[src/rtl/try_fpa.sv]
// -----------------------------------------------------------------------------
// try_fpa : IEEE-754 binary16 adder, o = a + b
//
// A single combinational align / add / normalise / round datapath feeds one
// output register. The latency is one cycle, and a new operand pair can be
// accepted on every cycle.
//
// Ports
//   clk        in   1   rising-edge clock
//   rst_n      in   1   synchronous, active-low reset
//   in_valid   in   1   a/b valid this cycle
//   a, b       in   16  binary16 operands
//   out_valid  out  1   o holds a fresh result
//   o          out  16  binary16 sum (holds its value while out_valid=0)
//
// Configuration macro
//   RNE_EN     defined   : round-to-nearest-even using guard/round/sticky
//              undefined : truncate (round toward zero)
//
// Subnormal inputs are treated as zero. Results that would be subnormal
// are flushed to a signed zero.
// -----------------------------------------------------------------------------
module try_fpa (
  input  logic        clk,
  input  logic        rst_n,
  input  logic        in_valid,
  input  logic [15:0] a,
  input  logic [15:0] b,
  output logic        out_valid,
  output logic [15:0] o
);

  localparam int DATA_W = 16;
  localparam int MAN_W  = 10;
  localparam int SIG_W  = MAN_W + 1;   // hidden bit + mantissa
  localparam int EXT_W  = SIG_W + 3;   // + guard, round, sticky

  localparam logic [DATA_W-1:0] QNAN = 16'h7E00;

  // Count leading zeros of the 14-bit extended significand.
  function automatic logic [3:0] lzc_ext(input logic [EXT_W-1:0] v);
    logic [3:0] n;
    logic       found;
    n     = 4'd0;
    found = 1'b0;
    for (int i = EXT_W - 1; i >= 0; i--) begin
      if (!found) begin
        if (v[i]) found = 1'b1;
        else      n = n + 4'd1;
      end
    end
    return n;
  endfunction

  // Right-align the smaller significand. Bits shifted past the LSB are
  // ORed into the sticky position. A distance of 14 or more leaves only the
  // sticky bit, because the significand is never zero.
  function automatic logic [EXT_W-1:0] align_sticky(input logic [SIG_W-1:0] sig,
                                                    input logic [4:0]       d);
    logic [EXT_W-1:0] ext;
    logic [EXT_W-1:0] lost;
    logic [EXT_W-1:0] r;
    ext = {sig, 3'b000};
    if (d >= 5'd14) begin
      r = {{(EXT_W-1){1'b0}}, 1'b1};
    end else begin
      lost = ext & ~({EXT_W{1'b1}} << d);
      r    = (ext >> d) | {{(EXT_W-1){1'b0}}, |lost};
    end
    return r;
  endfunction

  // Round a normalised significand (n[13] = 1) and pack it. A rounding carry
  // bumps the exponent before the overflow and underflow checks.
  function automatic logic [DATA_W-1:0] round_pack(input logic              sign,
                                                   input logic signed [7:0] e,
                                                   input logic [EXT_W-1:0]  n);
    logic [SIG_W:0]    sig_r;
    logic signed [7:0] e_r;
    logic              up;
    logic [DATA_W-1:0] r;
`ifdef RNE_EN
    up = n[2] & (n[1] | n[0] | n[3]);
`else
    logic grs_unused;
    grs_unused = |n[2:0];
    up = 1'b0;
`endif
    sig_r = {1'b0, n[EXT_W-1:3]} + {{SIG_W{1'b0}}, up};
    e_r   = sig_r[SIG_W] ? (e + 8'sd1) : e;
    if (e_r >= 8'sd31)
      r = {sign, 5'h1F, 10'h000};
    else if (e_r <= 8'sd0)
      r = {sign, 15'h0000};
    else
      r = {sign, e_r[4:0], sig_r[MAN_W-1:0]};
    return r;
  endfunction

  // ---- stage p0 : combinational add datapath ----
  logic              sa_p0, sb_p0;
  logic [4:0]        ea_p0, eb_p0;
  logic [9:0]        ma_p0, mb_p0;
  logic              a_nan_p0, b_nan_p0, a_inf_p0, b_inf_p0, a_zero_p0, b_zero_p0;
  logic              a_ge_p0;
  logic              sx_p0;
  logic [4:0]        ex_p0, ey_p0, d_p0;
  logic [SIG_W-1:0]  sigx_p0, sigy_p0;
  logic [EXT_W-1:0]  x_ext_p0, y_ext_p0, diff_p0, norm_add_p0, norm_sub_p0;
  logic [EXT_W:0]    sum_p0;
  logic [3:0]        lz_p0;
  logic signed [7:0] ex_s_p0, e_add_p0, e_sub_p0;
  logic [DATA_W-1:0] res_p0;

  always_comb begin
    sa_p0 = a[15];  ea_p0 = a[14:10];  ma_p0 = a[9:0];
    sb_p0 = b[15];  eb_p0 = b[14:10];  mb_p0 = b[9:0];

    a_nan_p0  = (ea_p0 == 5'h1F) && (ma_p0 != 10'h0);
    b_nan_p0  = (eb_p0 == 5'h1F) && (mb_p0 != 10'h0);
    a_inf_p0  = (ea_p0 == 5'h1F) && (ma_p0 == 10'h0);
    b_inf_p0  = (eb_p0 == 5'h1F) && (mb_p0 == 10'h0);
    a_zero_p0 = (ea_p0 == 5'h00);
    b_zero_p0 = (eb_p0 == 5'h00);

    // X is the operand with the larger magnitude.
    a_ge_p0 = {ea_p0, ma_p0} >= {eb_p0, mb_p0};
    sx_p0   = a_ge_p0 ? sa_p0 : sb_p0;
    ex_p0   = a_ge_p0 ? ea_p0 : eb_p0;
    ey_p0   = a_ge_p0 ? eb_p0 : ea_p0;
    sigx_p0 = a_ge_p0 ? {1'b1, ma_p0} : {1'b1, mb_p0};
    sigy_p0 = a_ge_p0 ? {1'b1, mb_p0} : {1'b1, ma_p0};
    d_p0    = ex_p0 - ey_p0;

    x_ext_p0 = {sigx_p0, 3'b000};
    y_ext_p0 = align_sticky(sigy_p0, d_p0);
    ex_s_p0  = $signed({3'b000, ex_p0});

    // Same-sign path: a carry-out causes a one-bit right shift that keeps sticky.
    sum_p0 = {1'b0, x_ext_p0} + {1'b0, y_ext_p0};
    if (sum_p0[EXT_W]) begin
      norm_add_p0 = sum_p0[EXT_W:1] | {{(EXT_W-1){1'b0}}, sum_p0[0]};
      e_add_p0    = ex_s_p0 + 8'sd1;
    end else begin
      norm_add_p0 = sum_p0[EXT_W-1:0];
      e_add_p0    = ex_s_p0;
    end

    // Opposite-sign path: X >= Y, so the difference is never negative.
    diff_p0     = x_ext_p0 - y_ext_p0;
    lz_p0       = lzc_ext(diff_p0);
    norm_sub_p0 = diff_p0 << lz_p0;
    e_sub_p0    = ex_s_p0 - $signed({4'b0000, lz_p0});

    res_p0 = 16'h0000;
    if (a_nan_p0 || b_nan_p0)
      res_p0 = QNAN;
    else if (a_inf_p0 && b_inf_p0 && (sa_p0 != sb_p0))
      res_p0 = QNAN;
    else if (a_inf_p0)
      res_p0 = a;
    else if (b_inf_p0)
      res_p0 = b;
    else if (a_zero_p0 && b_zero_p0)
      res_p0 = {sa_p0 & sb_p0, 15'h0000};
    else if (a_zero_p0)
      res_p0 = b;
    else if (b_zero_p0)
      res_p0 = a;
    else if (sa_p0 == sb_p0)
      res_p0 = round_pack(sx_p0, e_add_p0, norm_add_p0);
    else if (diff_p0 == '0)
      res_p0 = 16'h0000;
    else
      res_p0 = round_pack(sx_p0, e_sub_p0, norm_sub_p0);
  end

  // ---- stage p1 : output register ----
  logic              vld_p1;
  logic [DATA_W-1:0] o_p1;

  always_ff @(posedge clk) begin
    if (!rst_n) begin
      vld_p1 <= 1'b0;
      o_p1   <= '0;
    end else begin
      vld_p1 <= in_valid;
      if (in_valid) o_p1 <= res_p0;
    end
  end

  assign out_valid = vld_p1;
  assign o         = o_p1;

endmodule

[config.mk]
export PLATFORM = sky130hd
export DESIGN_NAME = try_fpa
export DESIGN_NICKNAME = d
export VERILOG_FILES = /design/src/rtl/try_fpa.sv
export SDC_FILE = /design/constraint.sdc
export NUM_CORES = 1
export LEC_CHECK = 0
export ABC_AREA = 1
export CORE_MARGIN = 3
export CORE_UTILIZATION = 45
export CTS_CLUSTER_DIAMETER = 80
export DETAILED_ROUTE_END_ITERATION = 8
export SLEW_MARGIN = 15
export SYNTH_ARGS = -nofsm -noshare
export SYNTH_HDL_FRONTEND = slang
export SYNTH_SLANG_ARGS = --single-unit
[constraint.sdc]
create_clock -name clk -period 18.8 [get_ports clk]
set_input_delay 5.64 -clock clk [delete_from_list [all_inputs] [get_ports clk]]
set_output_delay 5.64 -clock clk [all_outputs]
set_load 0.05 [all_outputs]
Word-level counts from Yosys, hierarchy flattened:

Cells that the tools add are included.

* register bits: 17
* bits of input ports: 35
* output and inout port bits: 17
* word-level logic and storage cells: 127

* $lt $le $gt $ge: 6
* muxes and demuxes: 73
* add/subtract/negate cells: 18
* reduce and logical (&&, ||, !) cells: 16
* shifts and indexed selects: 3
* bitwise operators: 5
* equality and inequality tests: 4

Operators by type and width (number)
* $mux W16: 9
* $mux W4: 26
* $mux W15: 4
* $add A4 B1 Y4 const B: 13
* $mux W1: 27
* $logic_not A10 Y1: 2
* $mux W10: 2
* $reduce_bool A10 Y1: 2
* $add A14 B14 Y15: 1
* $ge A15 B15 Y1: 1
* $and A14 B14 Y14: 1
* $logic_not A14 Y1: 1
* $mux W14: 1
* $not A14 Y14: 1
* $or A14 B1 Y14: 1
* $reduce_or A14 Y1: 1
* $shl A14 B4 Y13: 1
* $shl A14 B5 Y14 const A: 1
* $shr A14 B5 Y14: 1
* $sub A14 B14 Y14: 1
* $mux W13: 1
* $or A13 B1 Y13: 1
* $eq A5 B5 Y1 const B: 2
* $logic_not A5 Y1: 2
* other kinds (15): 22

Longest topological paths before layout:

* depth after elaboration: 63
* depth in mapped cells: 98
* depth with buffers taken out: 97

Worst setup path after synthesis:

No wires, ideal clock.

* kind: input-to-reg
* from: in b[12]
* to: reg o_p1[0], in the netlist o[0]
* required time: 18.728 ns
* cell stages on the path: 89
* path slack: 2.711 ns
* path buffers: 4
* arrival time: 16.017 ns
* cells stage by stage: inv_1 ha_1 nand2_1 nand2_1 nand2_1 nand3_2 nor2_2 nand3_4 nand2_2 nand3_1 ha_1 inv_1 buf_1 o21ai_1 or2_2 o211ai_1 nand3_1 ha_1 [... 53 more ...] ha_1 nand2_1 nor2_1 a211oi_1 xor2_1 inv_1 nor4_1 a21oi_1 inv_1 nor2_1 nand3_1 inv_1 nand2_2 o21bai_1 nand2_1 nand2_1 nand4_1 a21oi_1

* word-level cells in the longest chain between the ends: 63
* elaborated cells between the ends (all ways): 113
* classes of those cells: add/sub: 18; order compare: 6; eq/ne: 1; shift: 3; mux: 72; bitwise: 4; reduce/logical: 9

Ends and longest elaborated chain
* start: declaration: line 28 `input logic [15:0] b,`
* $ge A15 B15 Y1: line 127 `a_ge_p0 = {ea_p0, ma_p0} >= {eb_p0, mb_p0};`
* $mux W5 (on tied branches): line 129, 130
* $sub A5 B5 Y5: line 133 `d_p0 = ex_p0 - ey_p0;`
* $shl A14 B5 Y14: line 67 `lost = ext & ~({EXT_W{1'b1}} << d);`
* $not A14 Y14: line 67
* $and A14 B14 Y14: line 67
* $reduce_or A14 Y1: line 68 `r = (ext >> d) | {{(EXT_W-1){1'b0}}, |lost};`
* $or A14 B1 Y14: line 68
* [... 47 more ...]
* $mux W16: line 170 `else if (sa_p0 == sb_p0)`
* $mux W16: line 168 `else if (b_zero_p0)`
* $mux W16: line 166 `else if (a_zero_p0)`
* $mux W16: line 164 `else if (a_zero_p0 && b_zero_p0)`
* $mux W16: line 162 `else if (b_inf_p0)`
* $mux W16: line 160 `else if (a_inf_p0)`
* $mux W16: line 158 `else if (a_inf_p0 && b_inf_p0 && (sa_p0 != sb_p0))`
* $mux W16 *: line 156 `if (a_nan_p0 || b_nan_p0)`
* end signal: assignment: line 188 `if (in_valid) o_p1 <= res_p0;`
* end: declaration: line 180 `logic [DATA_W-1:0] o_p1;`

Every way passes the cells marked *; elsewhere a longest branch is shown, timed or not.
A chain may end at the register's enable or synchronous reset.

Worst setup path after layout:

* from: in b[13]
* to: reg o_p1[1], in the netlist o[1]

The elaborated chain is that of the path after synthesis.

==> results.tsv <==
metric	value	unit
via count	7348	
fraction of the yosys area taken by sequential cells	5.27	%
RePlAce Congestion	0.998	
Startpoint Class	primary input	
CP endpoint kind	flip-flop	
Tot GR Track Use	25.4	%
Post-DP Area	7010	sq um
Vias/cell	5.41	
Yosys top cell area share	19.1	%
die width	126	microns
clock sinks	17	
syn_area_per_cell	5.63	sq um
Final Max Tran Viols	0	
TritonCTS Buffers	3	
peak supply drop	55.9	uV
Min Hold Slack	0.465	ns
Post-Syn Nets	1237	
# placed instances	1348	
IO Count	52	
setup_tns	0	ns
Max Buffers Root-to-Sink	2	
share of cells above drive strength 1	11.3	%
ranking of synthesized cells by area	nand2_1, ha_1, inv_1	
Design Power	741	uW
Power Dens Cells	103	nW/um^2
FP Rows	43	
synth unique cells	59	
clock root buffer	clkbuf_16	
Initial DRC Count	537	
fmax	56.5	MHz
Met2 Routed Length	10.0	mm
slowest CP cell	clkdlybuf4s50_1	
WL met1	9.44	mm
global-route wire length before repair	33.7	mm
Syn Inst Count	1146	
Detail Placement HPWL	17.4	mm
CTS tree	yes	
Max Clock Skew	0	ns
kind of critical path	in2reg	
drt wl/cell	15.2	microns
hold-fix buffers at CTS	0	
CTS clk-pin slew, worst paths	0.05	ns
most common cell in the netlist	nand2_1	
Synth Flop Type	dfxtp_1	
largest net degree at the start of global routing	43	
Worst-Margin Slew	0.893	ns
FFs w/ async S/R, synth	0	%
Mapped Area	6460	sq um
max capacitance violation total	0	
Hold Startpoint	o[0]	
FF-to-FF Start	o[9]	
status	completed	
Synth Warn #	0	
max incr delay on CP	0.61	ns
Finished Layout Cells	1358	
final wirelength	20.7	mm
Die Footprint	15800	sq um
antenna violations before repair	0	
critical path startpoint	b[13]	
Setup Viol. Count Final	0	
CP Data Arrival Time	17.88	ns
Port-buffer cells	51	
crit-path max FO	15	
remaining global-route overflow	0	
post-route minimum period	17.71	ns
Crit path top cell by count	nand2_1	
Synth Register Bits	17	
Worst Path Required	18.97	ns
met3 WL post-DR	682	microns
vias in the first global route	6806	
H-tree levels	1	
endpoints failing hold	0	
n_diodes	0	
drt pass-1 iters	5	
# DRC	0	
top cells by count, synth	nand2_1, inv_1, nand3_1, nor2_1, a21oi_1	
normalized max-slew margin	39.9	%
clk_lat worst skew	0.24	ns
Synth area leader	nand2_1	
period utilisation layout	94.2	%
Top Metal Used	met4	
Starting Density	46.3	%
die height	126	microns
Design Area, Final	7170	sq um
leak pwr	3.74	nW
number of enable flip-flop cells after synthesis	0	
CORE AREA	13900	sq um
area grow syn2layout	11.0	%
Antenna Nets Post-Route	0	
final net count	1270	
Worst Hold Class	reg2reg	
==> layer usage <==
metal  track usage [%]  up-vias
li1                  -     3811
met1              33.8     3337
met2              44.9      170
met3              1.82       30
met4              5.80        0
met5                 0        -
==> report_power, final <==
part	leakage, nW	internal (mW)	switching, mW
combinational	3.56	0.213	0.441
sequential	0.140	0.0432	0.00357
clock	0.0382	0.0287	0.0127
==> cell type report <==
type / count / area (sq um)
fill: 1559 / 6770
multi-input combinational: 923 / 5280
inverter: 175 / 668
timing repair buffer: 59 / 574
sequential: 17 / 340
tap: 180 / 225
clock buffer: 4 / 78.8
==> cell usage in the layout, fill, tap and decap left out, drive strengths merged, types with 2 or more instances in the layout <==
master	instances
nor4	8
or2	7
dfxtp	17
inv	170
nor2	96
xnor2	5
o221ai	2
a21o	3
o21a	4
nand3b	2
o31ai	3
ha	54
a31oi	2
buf	8
a211oi	3
o211ai	15
clkbuf	4
nor3	13
clkinv	4
clkdlybuf4s50	51
fa	2
nand3	111
a221oi	2
nand4	25
o21ai	80
a21oi	75
xor2	22
nand2	377
o21bai	6
==> per-stage QoR <==
| step | worst slack, ns | utilization, % |
|---|---|---|
| floorplan | 2.71 | - |
| global placement | 0.600 | 50.3 |
| detailed placement | 0.524 | 50.3 |
| CTS | 0.742 | 50.9 |
| global route | -0.0148 | 51.4 |
| finish | 1.09 | 51.4 |
==> cells by family (layout without fill, tap and decap cells) <==
group	count (synthesis)	count (layout)	synth area share, %
simple gates	640	640	48.0
buf+inv	206	238	13.3
compound gates	200	200	18.2
fa+ha+maj	56	56	11.1
xor+xnor	27	27	4.19
flops	17	17	5.27
==> worst paths after layout <==
path | to | slack [ns] | depth (start not counted)
max | o[1] | 1.09 | 87
min | o[0] | 0.47 | 2
max reg2reg | o[9] | 18.13 | 2
min reg2reg | o[0] | 0.47 | 2
==> repair_timing <==
| item | CTS | global route |
|---|---|---|
| setup buffers | 0 | 6 |
| gates resized for setup | 0 | 8 |
| endpoints found under the setup margin | 0 | 12 |
| endpoints found under the hold margin | 0 | 0 |
==> worst max-delay path, delay by kind of cell <==
family                     cells  cell delay [ns]
buffers and inverters         17             1.97
adders and majority gates     11             3.45
AOI/OAI and AO/OA             14             2.16
and+or+nand+nor               43             4.38
xor gates and xnor gates       2             0.31
==> registers in the layout (all words and copies together) (netlist names) <==
register	flops
o	16
out_valid	1
Note: power is estimated with default switching activity, not from simulation.
